### src/rtl/io_bus_sequencer_if.sv
// Request/response and io_ports bus signals of the IO bus sequencer.
// master: CPU side plus the io_ports read-data return; slave: the sequencer.
interface io_bus_sequencer_if #(
    parameter int unsigned BITS = 16
);
    logic            req_valid;
    logic            req_ready;
    logic            req_write;
    logic [3:0]      req_addr;
    logic [BITS-1:0] req_wdata;
    logic            rsp_valid;
    logic            rsp_err;
    logic [BITS-1:0] rsp_rdata;
    logic            io_en;
    logic            io_r_or_w;
    logic [3:0]      io_addr;
    logic [BITS-1:0] io_data_in;
    logic [BITS-1:0] io_data_out;

    modport master (
        output req_valid, req_write, req_addr, req_wdata, io_data_out,
        input  req_ready, rsp_valid, rsp_err, rsp_rdata,
        input  io_en, io_r_or_w, io_addr, io_data_in
    );

    modport slave (
        input  req_valid, req_write, req_addr, req_wdata, io_data_out,
        output req_ready, rsp_valid, rsp_err, rsp_rdata,
        output io_en, io_r_or_w, io_addr, io_data_in
    );
endinterface

### src/rtl/io_bus_sequencer.sv
// Turns CPU IN/OUT requests into timed io_ports bus cycles: a setup phase with
// address/direction/data stable, an enable phase, then a one-cycle response.
// Out-of-range addresses get an error response without touching the port bus.
module io_bus_sequencer #(
    parameter int unsigned BITS       = 16,
    parameter int unsigned NUM_PORTS  = 5,
    parameter int unsigned SETUP_CYC  = 1,
    parameter int unsigned ACCESS_CYC = 2
) (
    input logic                clk,
    input logic                rst,
    io_bus_sequencer_if.slave  bus
);

    localparam int unsigned MaxCyc = (SETUP_CYC > ACCESS_CYC) ? SETUP_CYC : ACCESS_CYC;
    localparam int unsigned CntW   = $clog2(MaxCyc + 1);
    // Counters count down to zero, so each phase loads its length minus one.
    localparam logic [CntW-1:0] SetupLoad  = CntW'(SETUP_CYC - 1);
    localparam logic [CntW-1:0] AccessLoad = CntW'(ACCESS_CYC - 1);

    if (ACCESS_CYC == 0) begin : g_bad_access
        $error("io_bus_sequencer: ACCESS_CYC must be at least 1");
    end

    typedef enum logic [2:0] {StIdle, StSetup, StAccess, StResp, StErr} state_e;

    state_e          state;
    logic [CntW-1:0] cnt;

    // Sequencer FSM; every output is a register so the io bus sees clean levels.
    always_ff @(posedge clk) begin
        if (rst) begin
            state          <= StIdle;
            cnt            <= '0;
            bus.req_ready  <= 1'b1;
            bus.rsp_valid  <= 1'b0;
            bus.rsp_err    <= 1'b0;
            bus.rsp_rdata  <= '0;
            bus.io_en      <= 1'b0;
            bus.io_r_or_w  <= 1'b0;
            bus.io_addr    <= '0;
            bus.io_data_in <= '0;
        end else begin
            unique case (state)
                StIdle: begin
                    if (bus.req_valid) begin
                        bus.req_ready <= 1'b0;
                        cnt           <= '0;
                        if (32'(bus.req_addr) >= NUM_PORTS) begin
                            state       <= StErr;
                            bus.rsp_valid <= 1'b1;
                            bus.rsp_err   <= 1'b1;
                        end else begin
                            // The io_* registers double as the request latches.
                            bus.io_addr    <= bus.req_addr;
                            bus.io_r_or_w  <= bus.req_write;
                            bus.io_data_in <= bus.req_write ? bus.req_wdata : '0;
                            if (SETUP_CYC == 0) begin
                                state     <= StAccess;
                                bus.io_en <= 1'b1;
                                cnt       <= AccessLoad;
                            end else begin
                                state <= StSetup;
                                cnt   <= SetupLoad;
                            end
                        end
                    end
                end
                StSetup: begin
                    if (cnt == '0) begin
                        state     <= StAccess;
                        bus.io_en <= 1'b1;
                        cnt       <= AccessLoad;
                    end else begin
                        cnt <= cnt - 1'b1;
                    end
                end
                StAccess: begin
                    if (cnt == '0) begin
                        state         <= StResp;
                        bus.io_en     <= 1'b0;
                        bus.rsp_valid <= 1'b1;
                        // Read data sampled only at the last enable edge, as-is.
                        bus.rsp_rdata <= bus.io_r_or_w ? '0 : bus.io_data_out;
                        cnt           <= '0;
                    end else begin
                        cnt <= cnt - 1'b1;
                    end
                end
                StResp: begin
                    state          <= StIdle;
                    cnt            <= '0;
                    bus.rsp_valid  <= 1'b0;
                    bus.rsp_rdata  <= '0;
                    bus.io_addr    <= '0;
                    bus.io_r_or_w  <= 1'b0;
                    bus.io_data_in <= '0;
                    bus.req_ready  <= 1'b1;
                end
                StErr: begin
                    state         <= StIdle;
                    cnt           <= '0;
                    bus.rsp_valid <= 1'b0;
                    bus.rsp_err   <= 1'b0;
                    bus.req_ready <= 1'b1;
                end
                default: begin
                    state         <= StIdle;
                    cnt           <= '0;
                    bus.req_ready <= 1'b1;
                end
            endcase
        end
    end

endmodule

### src/flat_wrapper.sv
// flat-port wrapper written by rule: the top's interface ports become plain ports
module io_bus_sequencer_flat 
#(
    parameter int unsigned BITS       = 16,
    parameter int unsigned NUM_PORTS  = 5,
    parameter int unsigned SETUP_CYC  = 1,
    parameter int unsigned ACCESS_CYC = 2
)
  (clk, rst, bus_req_valid, bus_req_write, bus_req_addr, bus_req_wdata, bus_io_data_out, bus_req_ready, bus_rsp_valid, bus_rsp_err, bus_rsp_rdata, bus_io_en, bus_io_r_or_w, bus_io_addr, bus_io_data_in);
  io_bus_sequencer_if #(.BITS(BITS)) bus_i ();
  input logic clk;
  input logic rst;
  input wire logic [$bits(bus_i.req_valid)-1:0] bus_req_valid;
  input wire logic [$bits(bus_i.req_write)-1:0] bus_req_write;
  input wire logic [$bits(bus_i.req_addr)-1:0] bus_req_addr;
  input wire logic [$bits(bus_i.req_wdata)-1:0] bus_req_wdata;
  input wire logic [$bits(bus_i.io_data_out)-1:0] bus_io_data_out;
  output wire logic [$bits(bus_i.req_ready)-1:0] bus_req_ready;
  output wire logic [$bits(bus_i.rsp_valid)-1:0] bus_rsp_valid;
  output wire logic [$bits(bus_i.rsp_err)-1:0] bus_rsp_err;
  output wire logic [$bits(bus_i.rsp_rdata)-1:0] bus_rsp_rdata;
  output wire logic [$bits(bus_i.io_en)-1:0] bus_io_en;
  output wire logic [$bits(bus_i.io_r_or_w)-1:0] bus_io_r_or_w;
  output wire logic [$bits(bus_i.io_addr)-1:0] bus_io_addr;
  output wire logic [$bits(bus_i.io_data_in)-1:0] bus_io_data_in;
  assign bus_i.req_valid = bus_req_valid;
  assign bus_i.req_write = bus_req_write;
  assign bus_i.req_addr = bus_req_addr;
  assign bus_i.req_wdata = bus_req_wdata;
  assign bus_i.io_data_out = bus_io_data_out;
  assign bus_req_ready = bus_i.req_ready;
  assign bus_rsp_valid = bus_i.rsp_valid;
  assign bus_rsp_err = bus_i.rsp_err;
  assign bus_rsp_rdata = bus_i.rsp_rdata;
  assign bus_io_en = bus_i.io_en;
  assign bus_io_r_or_w = bus_i.io_r_or_w;
  assign bus_io_addr = bus_i.io_addr;
  assign bus_io_data_in = bus_i.io_data_in;
  io_bus_sequencer #(.BITS(BITS), .NUM_PORTS(NUM_PORTS), .SETUP_CYC(SETUP_CYC), .ACCESS_CYC(ACCESS_CYC)) u_core (.clk(clk), .rst(rst), .bus(bus_i));
endmodule
### config.mk
export PLATFORM = sky130hd
export DESIGN_NAME = io_bus_sequencer_flat
export DESIGN_NICKNAME = d
export VERILOG_FILES = /design/src/rtl/io_bus_sequencer_if.sv /design/src/rtl/io_bus_sequencer.sv /design/src/flat_wrapper.sv
export SDC_FILE = /design/constraint.sdc
export NUM_CORES = 1
export LEC_CHECK = 0
export CAP_MARGIN = 25
export CORE_MARGIN = 10
export CORE_UTILIZATION = 43
export DETAILED_ROUTE_END_ITERATION = 8
export PLACE_DENSITY_LB_ADDON = 0.08
export SYNTH_ARGS = -nofsm -noshare
export SYNTH_HDL_FRONTEND = slang
export SYNTH_SLANG_ARGS = --single-unit
export TNS_END_PERCENT = 100
### constraint.sdc
create_clock -name clk -period 3.8 [get_ports clk]
set_input_delay 0.57 -clock clk [delete_from_list [all_inputs] [get_ports clk]]
set_output_delay 0.57 -clock clk [all_outputs]
set_load 0.03 [all_outputs]
==> Word-level counts from Yosys, hierarchy flattened <==
Index checks and enable logic that the tools add are counted.
{ "totals": {"register_bits": 46, "output_inout_bits": 41, "elab_cells": 69} }
{ "op_classes": {"n_addsub": 1, "magnitude_cmp": 1, "n_eq_ne": 9, "n_mux": 31, "bitwise": 1, "reduce_logical": 16} }
{ "ops": {"columns": ["op", "n"], "rows": [
  ["$mux 16", 5],
  ["$pmux 16 s2", 2],
  ["$mux 3", 4],
  ["$reduce_and 3->1", 4],
  ["$pmux 3 s3", 1],
  ["$mux 4", 2],
  ["$pmux 1 s2", 4],
  ["$pmux 4 s2", 1],
  ["$reduce_bool 2->1", 4],
  ["$mux 1", 7],
  ["$eq 3x2->1 const B", 2],
  ["$mux 2", 3],
  ["$ne 2x1->1 const B", 3],
  ["$pmux 2 s3", 1],
  ["$ge 4x3->1 const B", 1],
  ["$ne 2x2->1 const B", 2],
  ["$reduce_and 2->1", 2],
  ["$reduce_and 4->1", 1],
  ["$reduce_or 2->1", 2],
  ["$eq 3x1->1 const B", 1],
  ["$eq 3x3->1 const B", 1],
  ["$logic_not 3->1", 1],
  ["$pmux 1 s3", 1],
  ["$reduce_bool 3->1", 1],
  ["other kinds (3)", 3]
]} }

==> Depth between registers and ports, before layout <==
Gate-level depths: netlist (run 1).
{ "depth": {"ltp_word": 4, "ltp_mapped": 7, "depth_no_buf": 4} }

==> Worst setup path before layout (run 1) <==
Ideal clock, no wire load.
{ "synth_timing": {"path_type": "input-to-reg", "startpoint": "input port bus_req_addr[3]", "endpoint": "register u_core.bus.io_data_in[0]", "arrival_time_ps": 1671, "required_time_ps": 3683, "slack_ps": 2012, "path_stages": 5, "path_buffers": 1, "cell_sequence": "or4b_4 > nor2_4 > o31ai_2 > buf_6 > a22o_1"} }
{ "synth_via": {"elab_chain_cells": 3} }
{ "synth_lines": {"columns": ["item", "line_no", "rtl"], "rows": [
  ["from (decl)", "flat_wrapper.sv:15", "input wire logic [$bits(bus_i.req_addr)-1:0] bus_req_addr;"],
  ["$ge 4x3->1", "io_bus_sequencer.sv:49", "if (32'(bus.req_addr) >= NUM_PORTS) begin"],
  ["$ne 2x2->1 (no source line)", null, null],
  ["$reduce_and 3->1 (no source line)", null, null],
  ["to (signal assigned)", "io_bus_sequencer.sv:57", "bus.io_data_in <= bus.req_write ? bus.req_wdata : '0;"],
  ["to (decl)", "io_bus_sequencer_if.sv:29", "output io_en, io_r_or_w, io_addr, io_data_in"]
]} }
No other way between the ends.
A chain may end at the register's enable or synchronous reset.

==> Final worst setup path (run 1) <==
{ "layout_timing": {"startpoint": "input port bus_req_valid", "endpoint": "register u_core.bus.io_data_in[11]"} }
{ "layout_via": {"elab_chain_cells": 2} }
{ "layout_lines": {"columns": ["item", "line_no", "rtl"], "rows": [
  ["from (decl)", "flat_wrapper.sv:13", "input wire logic [$bits(bus_i.req_valid)-1:0] bus_req_valid;"],
  ["$ne 2x2->1 (no source line)", null, null],
  ["$reduce_and 3->1 (no source line)", null, null]
]} }
No other way between the ends.

==> reports/summary.txt, run 1 <==
Status = finished clean
Placed inst area = 0.00246 mm2
Initial antenna violation count = 0
Seq/Total Area, Yosys = 55.4%
First-pass iteration count of the detailed router = 4
Row count = 22
Main synth FF type = dfxtp_1
Async SR Flop Fraction = 0%
IO Pins = 81
Net Sw Frac = 27.8%
Cell Area, Synth = 0.00166 mm2
DRT iter0 DRCs = 93
Min-delay worst type = reg2reg
Main combinational cell family by area after synthesis = compound AO/OA/AOI/OAI gates
Max rail drop VDD = 341 uV
Post-synth EDFFs = 0
Compound-cell area share of the yosys netlist = 24.7%
Post-synthesis xor/xnor area fraction = 0%
Post-Synth Adder-Cell Area = 0%
CP max FO = 17
Max-Cap Viols = 0
Final #Nets = 273
Remaining DRCs = 0
Number of global-route vias before repair = 1487
Worst skew pair latency = 0.29 ns
Setup bufs post-CTS = 0
Hpwl dp = 3.79 mm
Combinational share of power = 20.8%
Design area = 0.00255 mm2
Fmax achieved = 0.430 GHz
Sw Pwr = 0.287 mW
Max clock buf depth = 2
CTS tree = done
Area growth syn-to-layout = 53.5%
Largest net degree at the start of global routing = 18
LEAKAGE = 0.978 nW
Rel. slew slack = 51.5%
Sequential share of power = 51.6%
Root Driver = clkbuf_8
Slew Viols, Final = 0
RSZ-0062 raised after global routing = false
RePlAce Congestion = 0.820
Total GRT Usage = 14.0%
Die area = 0.00675 mm2
Yosys reg bits = 46
# clock sinks = 46
Crit-path leading delay family = simple AND/OR/NAND/NOR gates
Starting Density = 45.0%
Layout filler cell count = 298
Most frequent cells in the layout = 80 x clkdlybuf4s50_1, 46 x dfxtp_1, 29 x a22o_1
YS warnings = 0
Routed WL = 4.81 mm
Inserted Clock Buffers = 5
Worst path buffer plus inverter count = 1
CP startpoint kind = primary input
Pwr dens = 404 mW/mm2
Cells after Synth = 154
Slew at the pin with the worst max-slew slack = 0.726 ns
Multiplexer share of the synthesized area = 1.81%
Syn Nets = 194
Share of layout cells above drive strength 1 = 6.41%
Crit path time final = 2.32 ns
Vias = 1476
Crit path required time = 4.04 ns
Crit share post-route = 61.2%
Layout Skew = 0.00630 ns
Worst endpoint data arrival time = 2.56 ns
Die height = 82.2 um
Final hold vios = 0
GRT overflow = 0
Commonest non-fill, non-tap cell in the layout = clkdlybuf4s50_1
First-pass GRT wire length = 7.32 mm
Crit-path slowest cell = and3_1
Clk pin slew, worst setup/hold paths = 0.08 ns
Max stage delay on crit path = 0.57 ns
DR vias/cell = 5.23
Resize count post-CTS = 0
Syn Area/Cell = 10.8 um2
Die extent in x = 82.2 um
Int Pwr = 0.743 mW
Post-route setup TNS = 0 ns
Crit Path Class = in2reg
Synth Area in Simple Gates = 13.7%
H-tree level count = 2
Final ANT Viol Nets = 0
Final setup viols = 0
Hold buffer count at cts = 0
Clock group share of total power = 27.5%
# diodes = 0
Core footprint = 0.00369 mm2
Critical Path End Type = register
Avg WL per Cell = 17.1 um
Cell Chain, Critical Path = clkdlybuf4s50_1 -> or4b_4 -> nor2_4 -> and3_1 -> a22o_1
Port Buf Inserts = 80
Yosys cell types = 32
==> area by class of cell <==
cell class	instances	area, um2	area share (%)
clock buffers	6	72.6	2.84
clock inverters	2	13.8	0.539
flip-flops and latches	46	921	36.1
repair buffers	81	808	31.7
well taps	48	60.1	2.35
multi-input cells	97	668	26.2
inverters	2	7.51	0.294
==> power by group through the flow <==
stage,Sequential [mW],Combinational (mW),Clock [mW]
floorplan,0.576,0.0814,0
global placement,0.540,0.209,0
detailed placement,0.542,0.214,0
CTS,0.531,0.216,0.292
global route,0.535,0.230,0.311
finish,0.531,0.215,0.284
==> cells by family (layout without fill, tap and decap cells) <==
| kind of cell | count (synthesis) | in the layout |
|---|---|---|
| compound gates | 53 | 53 |
| buf+inv | 11 | 91 |
| flops | 46 | 46 |
| mux | 3 | 3 |
| simple gates | 41 | 41 |
==> layer usage <==
| metal | part of all wire (%) | global-route usage, % | vias to the layer above |
|---|---|---|---|
| met2 | 48 | 23.0 | 49 |
| met5 | 0 | 0 | - |
| met1 | 43 | 16.6 | 697 |
| met3 | 7.6 | 4.43 | 6 |
| li1 | - | - | 724 |
| met4 | 1.4 | 5.61 | 0 |
==> cell usage after synthesis, drive strengths merged (3+ instances only) <==
cell type   n  area [um2]
and3        3        18.8
nor3        4        25.0
dfxtp      46         921
o21ai       7        35.0
mux2i       3        30.0
clkbuf      3        11.3
nor2b       3        18.8
buf         6        53.8
nor2       14        60.1
nand2       7        26.3
a21oi       5        25.0
a22oi       3        22.5
and2        4        25.0
a22o       29         254
==> sequential cells by signal, indices dropped and copies added, names as in the netlist <==
name and flops:
u_core.state 3, u_core.bus.io_r_or_w 1, u_core.bus.io_addr 4, u_core.cnt 2, u_core.bus.rsp_valid 1, u_core.bus.io_en 1, u_core.bus.req_ready 1, u_core.bus.rsp_err 1
u_core.bus.io_data_in 16, u_core.bus.rsp_rdata 16
==> stage by stage <==
step,hold WS (ns),utilization (%),power (mW),instances,worst slack (ns)
2_1_floorplan,0.498,-,0.657,154,2.01
3_3_place_gp,0.438,66.6,0.749,273,1.19
3_5_place_dp,0.441,66.8,0.756,274,1.17
4_1_cts,0.452,69.2,1.04,282,1.49
5_1_grt,0.490,69.2,1.08,282,1.32
6_report,0.451,69.2,1.03,282,1.48
==> path summary, 6_finish.rpt <==
kind	depth (start not counted)	end	from	slack, ns
worst max-delay path	5	u_core.bus.io_data_in[11]$_SDFFE_PP0P_	bus_req_valid	1.48
worst min-delay path	1	u_core.bus.io_addr[3]$_SDFFE_PP0P_	u_core.bus.io_addr[3]$_SDFFE_PP0P_	0.45
worst max register to register	4	u_core.bus.io_data_in[11]$_SDFFE_PP0P_	u_core.state[0]$_SDFFE_PP0P_	1.80
worst min register to register	1	u_core.bus.io_addr[3]$_SDFFE_PP0P_	u_core.bus.io_addr[3]$_SDFFE_PP0P_	0.45
Note: power is estimated with default switching activity, not from simulation.
==> inputs of run 2 (changes only) <==
- CORE_UTILIZATION: 43 -> 36
- clock period: 3.8 -> 2 ns (I/O delays scaled with it)
==> reports/summary.txt, run 2 (synthesis gave the netlist of run 1 again) <==
Crit Path Class = reg2reg
Die height = 87.9 um (+7.0%)
Avg WL per Cell = 17.2 um (+0.62%)
Registers with the most flip-flops = u_core.bus.io_data_in (16), u_core.bus.rsp_rdata (16), u_core.bus.io_addr (4)
Crit-path leading delay family = simple AND/OR/NAND/NOR gates
Fmax achieved = 0.566 GHz
Largest net degree at the start of global routing = 18 (unchanged)
Final ANT Viol Nets = 0 (unchanged)
IO Pins = 81 (unchanged)
Final hold vios = 0 (unchanged)
Most frequent cells in the layout = 80 x clkdlybuf4s50_1, 46 x dfxtp_1, 29 x a22o_1
Worst endpoint data arrival time = 1.96 ns (-0.60 ns)
CTS tree = done
Min-delay worst type = reg2reg
Crit path required time = 2.19 ns (-1.85 ns)
Die area = 0.00773 mm2 (+15%)
Max rail drop VDD = 401 uV (+18%)
Final #Nets = 282 (+3.3%)
Critical Path End Type = register
DRT iter0 DRCs = 82 (-12%)
Worst Hold Slack = 0.450 ns (-0.000524 ns)
Remaining DRCs = 0 (unchanged)
Max stage delay on crit path = 0.52 ns (-0.05 ns)
Number of global-route vias before repair = 1491 (+0.27%)
Total GRT Usage = 12.6% (-1.4 points)
Crit path time final = 1.77 ns
Core footprint = 0.00441 mm2 (+20%)
Slew at the pin with the worst max-slew slack = 0.714 ns (-0.0123 ns)
Cell Chain, Critical Path = nor2b_1 -> o21ai_0 -> and2_1 -> a22o_1
Worst skew pair latency = 0.29 ns (about the same)
Routed WL = 5.06 mm (+5.3%)
Resize count post-CTS = 1 (+1)
Inserted Clock Buffers = 5 (unchanged)
RSZ-0062 raised after global routing = false
Vias = 1502 (+1.8%)
Root Driver = clkbuf_8
Rel. slew slack = 52.4% (+0.95 points)
Crit share post-route = 88.4%
Placed inst area = 0.00254 mm2 (+2.9%)
Max-Cap Viols = 0 (unchanged)
Final setup viols = 0 (unchanged)
Share of layout cells above drive strength 1 = 10.3% (+3.9 points)
Area growth syn-to-layout = 58.7%
Non-filler instance count after layout = 295 (+4.6%)
Initial antenna violation count = 0 (unchanged)
Clk pin slew, worst setup/hold paths = 0.09 ns (about the same)
Hold buffer count at cts = 0 (unchanged)
Placed Instances = 287 (+4.7%)
Layout Skew = 0.00757 ns (+0.00127 ns)
Status = finished clean
DR vias/cell = 5.09 (-2.7%)
Commonest non-fill, non-tap cell in the layout = clkdlybuf4s50_1
Slew Viols, Final = 0 (unchanged)
Pwr dens = 755 mW/mm2 (+87%)
Crit-path slowest cell = dfxtp_1
Starting Density = 37.6% (-7.4 points)
LEAKAGE = 1.02 nW (+4.8%)
Setup bufs post-CTS = 0 (unchanged)
# clock sinks = 46 (unchanged)
# diodes = 0 (unchanged)
Port Buf Inserts = 80 (unchanged)
Max clock buf depth = 2 (unchanged)
Design area = 0.00264 mm2 (+3.3%)
Row count = 24 (+9.1%)
H-tree level count = 2 (unchanged)
First-pass iteration count of the detailed router = 4 (unchanged)
GRT overflow = 0 (unchanged)
CP startpoint kind = register
Hpwl dp = 3.99 mm (+5.5%)
First-pass GRT wire length = 7.77 mm (+6.1%)
Die extent in x = 87.9 um (+7.0%)
CP max FO = 13 (-4)
RePlAce Congestion = 0.765 (-6.7%)
Worst path buffer plus inverter count = 0 (-1)
## run 2: cell count changes in the layout (fill, tap and decap cells not counted)
| cell | delta |
|---|---|
| o31ai_2 | -1 |
| clkinvlp_4 | +1 |
| clkbuf_1 | -1 |
| buf_4 | +9 |
| o31ai_4 | +1 |
## run 2: routing by layer
metal | routed length, um | GRT usage [%] | share of wire [%]
met1 | 2140 | 14.7 | 42
met2 | 2290 | 19.3 | 45
met3 | 554 | 6.41 | 11
met4 | 80 | 4.64 | 1.6
met5 | 0 | 0 | 0
## run 2: power breakdown
group / internal, mW / switching, mW
combinational: 0.215 / 0.220
sequential: 0.965 / 0.0355
clock: 0.246 / 0.310
## run 2: stage by stage
stage                     setup slack [ns]  power (mW)  utilization (%)  setup TNS, ns
after CTS                            0.227        2.02             59.7              0
after global placement              -0.232        1.45             57.5          -4.02
after global routing                0.0705        2.08             59.7              0
after detailed placement            -0.393        1.45             57.5          -6.50
final                                0.232        1.99             59.7              0
after floorplan                      0.341        1.25                -              0
## run 2: layout make-up
| cell class | instances | area, um2 |
|---|---|---|
| flip-flops and latches | 46 | 921 |
| well taps | 52 | 65.1 |
| repair buffers | 90 | 876 |
| fillers | 370 | 1780 |
| multi-input cells | 97 | 677 |
| inverters | 2 | 7.51 |
| clock buffers | 5 | 68.8 |
| clock inverters | 3 | 21.3 |
## run 2: worst paths after layout
check / endpoint / cells past startpoint / slack [ns] / from
setup / recovery: u_core.bus.rsp_rdata[11]$_SDFFE_PP0P_ / 4 / 0.23 / u_core.state[1]$_SDFFE_PP0P_
hold / removal: u_core.bus.io_addr[3]$_SDFFE_PP0P_ / 1 / 0.45 / u_core.bus.io_addr[3]$_SDFFE_PP0P_
setup reg to reg: u_core.bus.rsp_rdata[11]$_SDFFE_PP0P_ / 4 / 0.23 / u_core.state[1]$_SDFFE_PP0P_
hold reg to reg: u_core.bus.io_addr[3]$_SDFFE_PP0P_ / 1 / 0.45 / u_core.bus.io_addr[3]$_SDFFE_PP0P_
==> inputs of run 3 (changes only) <==
- SLEW_MARGIN: not set -> 10
==> results of run 3 <==
Same layout as run 2: the final DEF is identical, and so are final timing and power.
